`src/rtl/clock_pkg.sv`:
```
// Shared definitions for the clock/calendar front end: key indices,
// key channel states and default 50 MHz timing constants.
package clock_pkg;

  localparam int KEY_EDIT  = 0;
  localparam int KEY_PLUS  = 1;
  localparam int KEY_MINUS = 2;
  localparam int KEY_SWI   = 3;

  typedef enum logic [1:0] {
    IDLE    = 2'd0,
    PRESSED = 2'd1,
    REPEAT  = 2'd2
  } key_state_e;

  // 10 ms debounce, 0.5 s first repeat, 10 repeats per second at 50 MHz
  localparam int DEF_DEBOUNCE_CYCLES     = 500000;
  localparam int DEF_REPEAT_DELAY_CYCLES = 25000000;
  localparam int DEF_REPEAT_RATE_CYCLES  = 5000000;
  localparam logic [3:0] DEF_REPEAT_MASK = (4'b0001 << KEY_PLUS) | (4'b0001 << KEY_MINUS);

  function automatic int max_int(input int a, input int b);
    return (a > b) ? a : b;
  endfunction

endpackage

```
`src/rtl/key_channel.sv`:
```
// One push-button channel: 2-flop synchroniser, debounce filter, press
// pulse generator and optional auto-repeat.
module key_channel
  import clock_pkg::*;
#(
  parameter int   DEBOUNCE_CYCLES     = DEF_DEBOUNCE_CYCLES,
  parameter int   REPEAT_DELAY_CYCLES = DEF_REPEAT_DELAY_CYCLES,
  parameter int   REPEAT_RATE_CYCLES  = DEF_REPEAT_RATE_CYCLES,
  parameter logic REPEAT_EN           = 1'b0
) (
  input  logic clk,
  input  logic reset,
  input  logic key_raw_n,
  output logic pulse,
  output logic held,
  output logic repeating,
  output logic held_next
);

  localparam int DCW     = $clog2(DEBOUNCE_CYCLES + 1);
  localparam int RPT_MAX = max_int(REPEAT_DELAY_CYCLES, REPEAT_RATE_CYCLES);
  localparam int RCW     = $clog2(RPT_MAX + 1);
  localparam logic [DCW-1:0] DB_LAST    = DCW'(DEBOUNCE_CYCLES - 1);
  localparam logic [RCW-1:0] DELAY_LAST = RCW'(REPEAT_DELAY_CYCLES - 1);
  localparam logic [RCW-1:0] RATE_LAST  = RCW'(REPEAT_RATE_CYCLES - 1);

  logic            sync1_r, sync2_r;
  logic            stable_r, stable_s;
  logic [DCW-1:0]  cnt_r, cnt_s;
  logic            held_r;
  key_state_e      state_r, state_s;
  logic [RCW-1:0]  rpt_r, rpt_s;
  logic            pulse_r, pulse_s;
  logic            repeating_r;

  // Debounce: accept a new level only after DEBOUNCE_CYCLES consecutive disagreeing samples
  always_comb begin
    stable_s = stable_r;
    cnt_s    = {DCW{1'b0}};
    if (sync2_r != stable_r) begin
      if (cnt_r == DB_LAST) begin
        stable_s = sync2_r;
      end else begin
        cnt_s = cnt_r + DCW'(1);
      end
    end else begin
      cnt_s = {DCW{1'b0}};
    end
  end

  // Channel FSM driven by the registered debounced level; release always wins
  always_comb begin
    state_s = state_r;
    rpt_s   = rpt_r;
    pulse_s = 1'b0;
    case (state_r)
      IDLE: begin
        rpt_s = {RCW{1'b0}};
        if (held_r) begin
          state_s = PRESSED;
          pulse_s = 1'b1;
        end else begin
          state_s = IDLE;
        end
      end
      PRESSED: begin
        if (!held_r) begin
          state_s = IDLE;
          rpt_s   = {RCW{1'b0}};
        end else if (!REPEAT_EN) begin
          rpt_s = {RCW{1'b0}};
        end else if (rpt_r == DELAY_LAST) begin
          state_s = REPEAT;
          pulse_s = 1'b1;
          rpt_s   = {RCW{1'b0}};
        end else begin
          rpt_s = rpt_r + RCW'(1);
        end
      end
      REPEAT: begin
        if (!held_r) begin
          state_s = IDLE;
          rpt_s   = {RCW{1'b0}};
        end else if (rpt_r == RATE_LAST) begin
          pulse_s = 1'b1;
          rpt_s   = {RCW{1'b0}};
        end else begin
          rpt_s = rpt_r + RCW'(1);
        end
      end
      default: begin
        state_s = IDLE;
        rpt_s   = {RCW{1'b0}};
      end
    endcase
  end

  // State and output registers; the repeating flag drops with the debounced release
  always_ff @(posedge clk) begin
    if (reset) begin
      sync1_r     <= 1'b1;
      sync2_r     <= 1'b1;
      stable_r    <= 1'b1;
      cnt_r       <= {DCW{1'b0}};
      held_r      <= 1'b0;
      state_r     <= IDLE;
      rpt_r       <= {RCW{1'b0}};
      pulse_r     <= 1'b0;
      repeating_r <= 1'b0;
    end else begin
      sync1_r     <= key_raw_n;
      sync2_r     <= sync1_r;
      stable_r    <= stable_s;
      cnt_r       <= cnt_s;
      held_r      <= ~stable_r;
      state_r     <= state_s;
      rpt_r       <= rpt_s;
      pulse_r     <= pulse_s;
      repeating_r <= (state_s == REPEAT) & ~stable_r;
    end
  end

  assign pulse     = pulse_r;
  assign held      = held_r;
  assign repeating = repeating_r;
  assign held_next = ~stable_r;

endmodule

```
`src/rtl/key_conditioner.sv`:
```
// Conditions the raw Edit/Plus/Minus/Swi buttons into press strobes,
// debounced held levels and auto-repeat status.
module key_conditioner
  import clock_pkg::*;
#(
  parameter int                  NUM_KEYS            = 4,
  parameter int                  DEBOUNCE_CYCLES     = DEF_DEBOUNCE_CYCLES,
  parameter int                  REPEAT_DELAY_CYCLES = DEF_REPEAT_DELAY_CYCLES,
  parameter int                  REPEAT_RATE_CYCLES  = DEF_REPEAT_RATE_CYCLES,
  parameter logic [NUM_KEYS-1:0] REPEAT_MASK         = DEF_REPEAT_MASK
) (
  input  logic                clk,
  input  logic                reset,
  input  logic [NUM_KEYS-1:0] key_raw_n,
  output logic [NUM_KEYS-1:0] key_pulse,
  output logic [NUM_KEYS-1:0] key_held,
  output logic [NUM_KEYS-1:0] key_repeating,
  output logic                key_any
);

  logic [NUM_KEYS-1:0] held_next_s;
  logic                key_any_r;

  for (genvar i = 0; i < NUM_KEYS; i++) begin : g_ch
    key_channel #(
      .DEBOUNCE_CYCLES    (DEBOUNCE_CYCLES),
      .REPEAT_DELAY_CYCLES(REPEAT_DELAY_CYCLES),
      .REPEAT_RATE_CYCLES (REPEAT_RATE_CYCLES),
      .REPEAT_EN          (REPEAT_MASK[i])
    ) u_ch (
      .clk      (clk),
      .reset    (reset),
      .key_raw_n(key_raw_n[i]),
      .pulse    (key_pulse[i]),
      .held     (key_held[i]),
      .repeating(key_repeating[i]),
      .held_next(held_next_s[i])
    );
  end

  // key_any registered from the same next-held levels so it aligns with key_held
  always_ff @(posedge clk) begin
    if (reset) begin
      key_any_r <= 1'b0;
    end else begin
      key_any_r <= |held_next_s;
    end
  end

  assign key_any = key_any_r;

endmodule

```
`config.mk`:
```
export PLATFORM = sky130hd
export DESIGN_NAME = key_conditioner
export DESIGN_NICKNAME = d
export VERILOG_FILES = /design/src/rtl/clock_pkg.sv /design/src/rtl/key_channel.sv /design/src/rtl/key_conditioner.sv
export SDC_FILE = /design/constraint.sdc
export NUM_CORES = 1
export LEC_CHECK = 0
export CAP_MARGIN = 20
export CORE_MARGIN = 4
export CORE_UTILIZATION = 65
export CTS_BUF_LIST = sky130_fd_sc_hd__clkbuf_4 sky130_fd_sc_hd__clkbuf_8
export CTS_CLUSTER_DIAMETER = 200
export DETAILED_ROUTE_END_ITERATION = 8
export GPL_TIMING_DRIVEN = 0
export PLACE_DENSITY = 0.87
export SYNTH_ARGS = -nofsm -noshare
export SYNTH_HDL_FRONTEND = slang
export SYNTH_HIERARCHICAL = 1
export SYNTH_SLANG_ARGS = --single-unit
```
`constraint.sdc`:
```
create_clock -name clk -period 2.04 [get_ports clk]
set_input_delay 0.204 -clock clk [delete_from_list [all_inputs] [get_ports clk]]
set_output_delay 0.204 -clock clk [all_outputs]
set_load 0.05 [all_outputs]
```
==> summary.txt <==
Pwr
  • VDD IR max: 531 µV
  • Static Leak: 3.48 nW
  • Pwr/cell area: 730 nW/µm²
  • Power, Total: 0.00816 W

Final layout
  • Final #Nets: 1221
  • # diodes: 0
  • Area Overhead vs Synth: 14.7%
  • Fraction of layout cells with a size suffix above 1: 11.1%

Placed design
  • DP Wirelength: 13200 µm
  • GPL Wtd Cong: 0.872
  • Number of port buffers: 18
  • Setup WS pre-CTS: -0.664 ns

Synth
  • Number of synthesized flops with an enable pin: 0
  • Avg Inst Size Synth: 8.72 µm²
  • Yosys top cell by area: dfxtp_1
  • Distinct cells, synth: 55
  • Net Count, Synth: 1146
  • Register area share after synthesis: 42.9%
  • Synthesized flop and latch total: 209
  • Top post-synthesis cells by count: dfxtp_1, nor2_1, a21oi_1, nand2_1, xnor2_1
  • Mapped Area: 9740 µm²
  • Mapped Cells: 1118
  • Count leader, synth: dfxtp_1
  • Top post-synthesis cells by area: dfxtp_1, xnor2_1, nor2_1
  • Synth Warn #: 6
  • Share of the synthesized area in the top cell type: 42.9%
  • Async S/R FF share, synth: 0%
  • Ys flop type: dfxtp_1

Setup path
  • Setup crit start: g_ch[1].u_ch/cnt_r[12]
  • CP Depth: 5
  • Worst r2r path cells: 5
  • Worst EP arrival: 2.36 ns
  • Top delay family on crit path: simple AND/OR/NAND/NOR gates
  • CP max FO: 5
  • Reg2reg start: g_ch[1].u_ch/cnt_r[12]
  • R2r setup slk: 0.07 ns
  • Crit-path cells: or4b_1 -> or4_4 -> o21bai_4 -> buf_4 -> a21oi_1
  • Slowest CP cell: or4_4
  • Last element of the critical path: g_ch[1].u_ch/cnt_r[16]
  • CP required: 2.43 ns
  • CP max stage delay: 0.56 ns
  • Critical Path End Type: flop
  • Startpoint Class: flop
  • Critical path class: reg -> reg
  • Worst reg2reg endpoint: g_ch[1].u_ch/cnt_r[16]
  • Crit path buffers/inverters: 1

Die
  • I/O pin cnt: 19
  • Die Span Y: 130 µm
  • Full die area: 17000 µm²
  • Initial core utilization: 66.8%
  • Core area: 14600 µm²
  • # rows: 44
  • Die width: 130 µm

Drt
  • Post-route ant nets: 0
  • Total Routed Length: 20400 µm
  • Initial DRC count: 595
  • Post-detailed-route wirelength per cell: 14.6 µm
  • Drt drc: 0
  • DR pass1 iterations: 5
  • Vias: 8543
  • Vias/cell: 6.10

STA
  • Worst Skew: 0.0145 ns
  • Measured slew at the worst slew-check pin: 0.799 ns
  • TNS Setup: 0 ns
  • Slew HR: 46.6%
  • Hold Fails Final Rpt: 0
  • Final setup margin: 0.0671 ns
  • Max-slew violation count: 0
  • Final setup fails: 0
  • Post-route minimum period: 1.97 ns
  • Fin crit share: 96.7%
  • Fmax: 0.507 GHz

Clock network
  • Post-CTS Hold Buffers: 0
  • Clock latency at the later pin of the worst-skew pair: 0.51 ns
  • Sink Count: 209
  • Root Buffer: clkbuf_8
  • Worst-case clock buffer depth: 3
  • Cts bufs inserted: 35
  • CTS clk-pin slew, worst paths: 0.06 ns
  • CTS tree: done
  • H-tree depth: 2

Global route
  • Pin count of the biggest net entering global routing: 20
  • Total GRT Usage: 23.3%
  • Number of global-route vias before repair: 7760
  • Global-route wire length before repair: 33700 µm
  • GR Overflow Total: 0
  • Initial antenna violation count: 0

Flow run
  • Max-Cap Viols: 0

Hold path
  • Hold crit path type: in -> reg

Status
  • Status: finished, final reports clean
## flip-flops by register name (all words and copies together), names as in the netlist
register,flops
g_ch.u_ch/cnt_r,76
g_ch.u_ch/held,4
g_ch.u_ch/pulse,4
g_ch.u_ch/repeating,4
g_ch.u_ch/rpt_r,100
g_ch.u_ch/stable_r,4
g_ch.u_ch/state_r,8
g_ch.u_ch/sync1_r,4
g_ch.u_ch/sync2_r,4
key_any,1
## stage by stage
| stage | util (%) | hold WS, ns | cell area [µm²] | std cells |
|---|---|---|---|---|
| after CTS | 75.8 | 0.222 | 11100 | 1393 |
| after global placement | 69.6 | 0.392 | 10200 | 1320 |
| after floorplan | - | 0.271 | 9740 | 1118 |
| after detailed placement | 69.6 | 0.393 | 10200 | 1320 |
| final | 76.6 | 0.251 | 11200 | 1400 |
| after global routing | 76.6 | 0.233 | 11200 | 1400 |
## cell usage in the layout (no fill, tap or decap), drive strengths merged, types with 30 or more instances in the layout
master | Yosys | final
nand3 | 60 | 60
nor2 | 110 | 110
xnor2 | 60 | 60
clkbuf | 24 | 83
inv | 51 | 51
or3 | 40 | 40
a21oi | 73 | 73
nand2 | 71 | 71
nand4 | 38 | 38
xor2 | 33 | 33
o31ai | 30 | 30
o21ai | 46 | 46
dfxtp | 209 | 209
or4 | 37 | 37
## worst min path at each step
stage | start | endpoint | slack [ns] | depth (start not counted)
floorplan | reset | g_ch[1].u_ch/held | 0.27 | 1
global placement | g_ch[2].u_ch/sync1_r | g_ch[2].u_ch/sync2_r | 0.39 | 1
detailed placement | g_ch[1].u_ch/sync1_r | g_ch[1].u_ch/sync2_r | 0.39 | 1
CTS | key_raw_n[2] | g_ch[2].u_ch/sync1_r | 0.22 | 2
global route | key_raw_n[2] | g_ch[2].u_ch/sync1_r | 0.23 | 2
finish | key_raw_n[2] | g_ch[2].u_ch/sync1_r | 0.25 | 2
## logic make-up after synthesis
kind of cell	after synthesis	share of synthesized area, %
AO/OA/AOI/OAI	200	12.8
adder cells (fa/ha/maj)	22	2.82
AND/OR/NAND/NOR	508	29.2
buffers and inverters	84	3.65
multiplexers	2	0.205
XOR/XNOR	93	8.36
flip-flops	209	42.9
## per-layer routing
metal  share of wire (%)  vias up  track usage [%]  wire (µm)
li1                    -     4230                -          -
met1                  45     4040             29.2       9090
met2                  48      224             39.8       9890
met3                 4.7       49             5.41        959
met4                 2.3        0             7.99        464
met5                   0        -                0          0
## repair_timing
| action | 4_1_cts | 5_1_grt |
|---|---|---|
| resized for setup | 5 | 31 |
| setup endpoints to repair | 103 | 109 |
| pin swaps | 6 | 5 |
| buffers inserted | 13 | 7 |
## report_power, final
group	switching (W)	total [W]	leakage, nW	internal (W)
logic	0.0000329	0.0000637	1.38	0.0000308
clock network	0.00157	0.00400	0.412	0.00242
registers	0.00000560	0.00410	1.69	0.00409
## layout make-up
cell class,count,area (µm²)
multi-input cells,825,5270
flip-flops and latches,209,4190
fillers,988,3410
clock buffers,59,749
repair buffers,38,335
well taps,184,230
inverters,51,191
plain buffers,33,181
clock inverters,1,30.0
## worst register-to-register path, delay by kind of cell, from the launching register on
family	cells	cell delay (ns)
flip-flops	1	0.35
AND/OR/NAND/NOR	2	1.10
buffers and inverters	1	0.16
AO/OA/AOI/OAI	2	0.24
(Power assumes the default switching activity.)
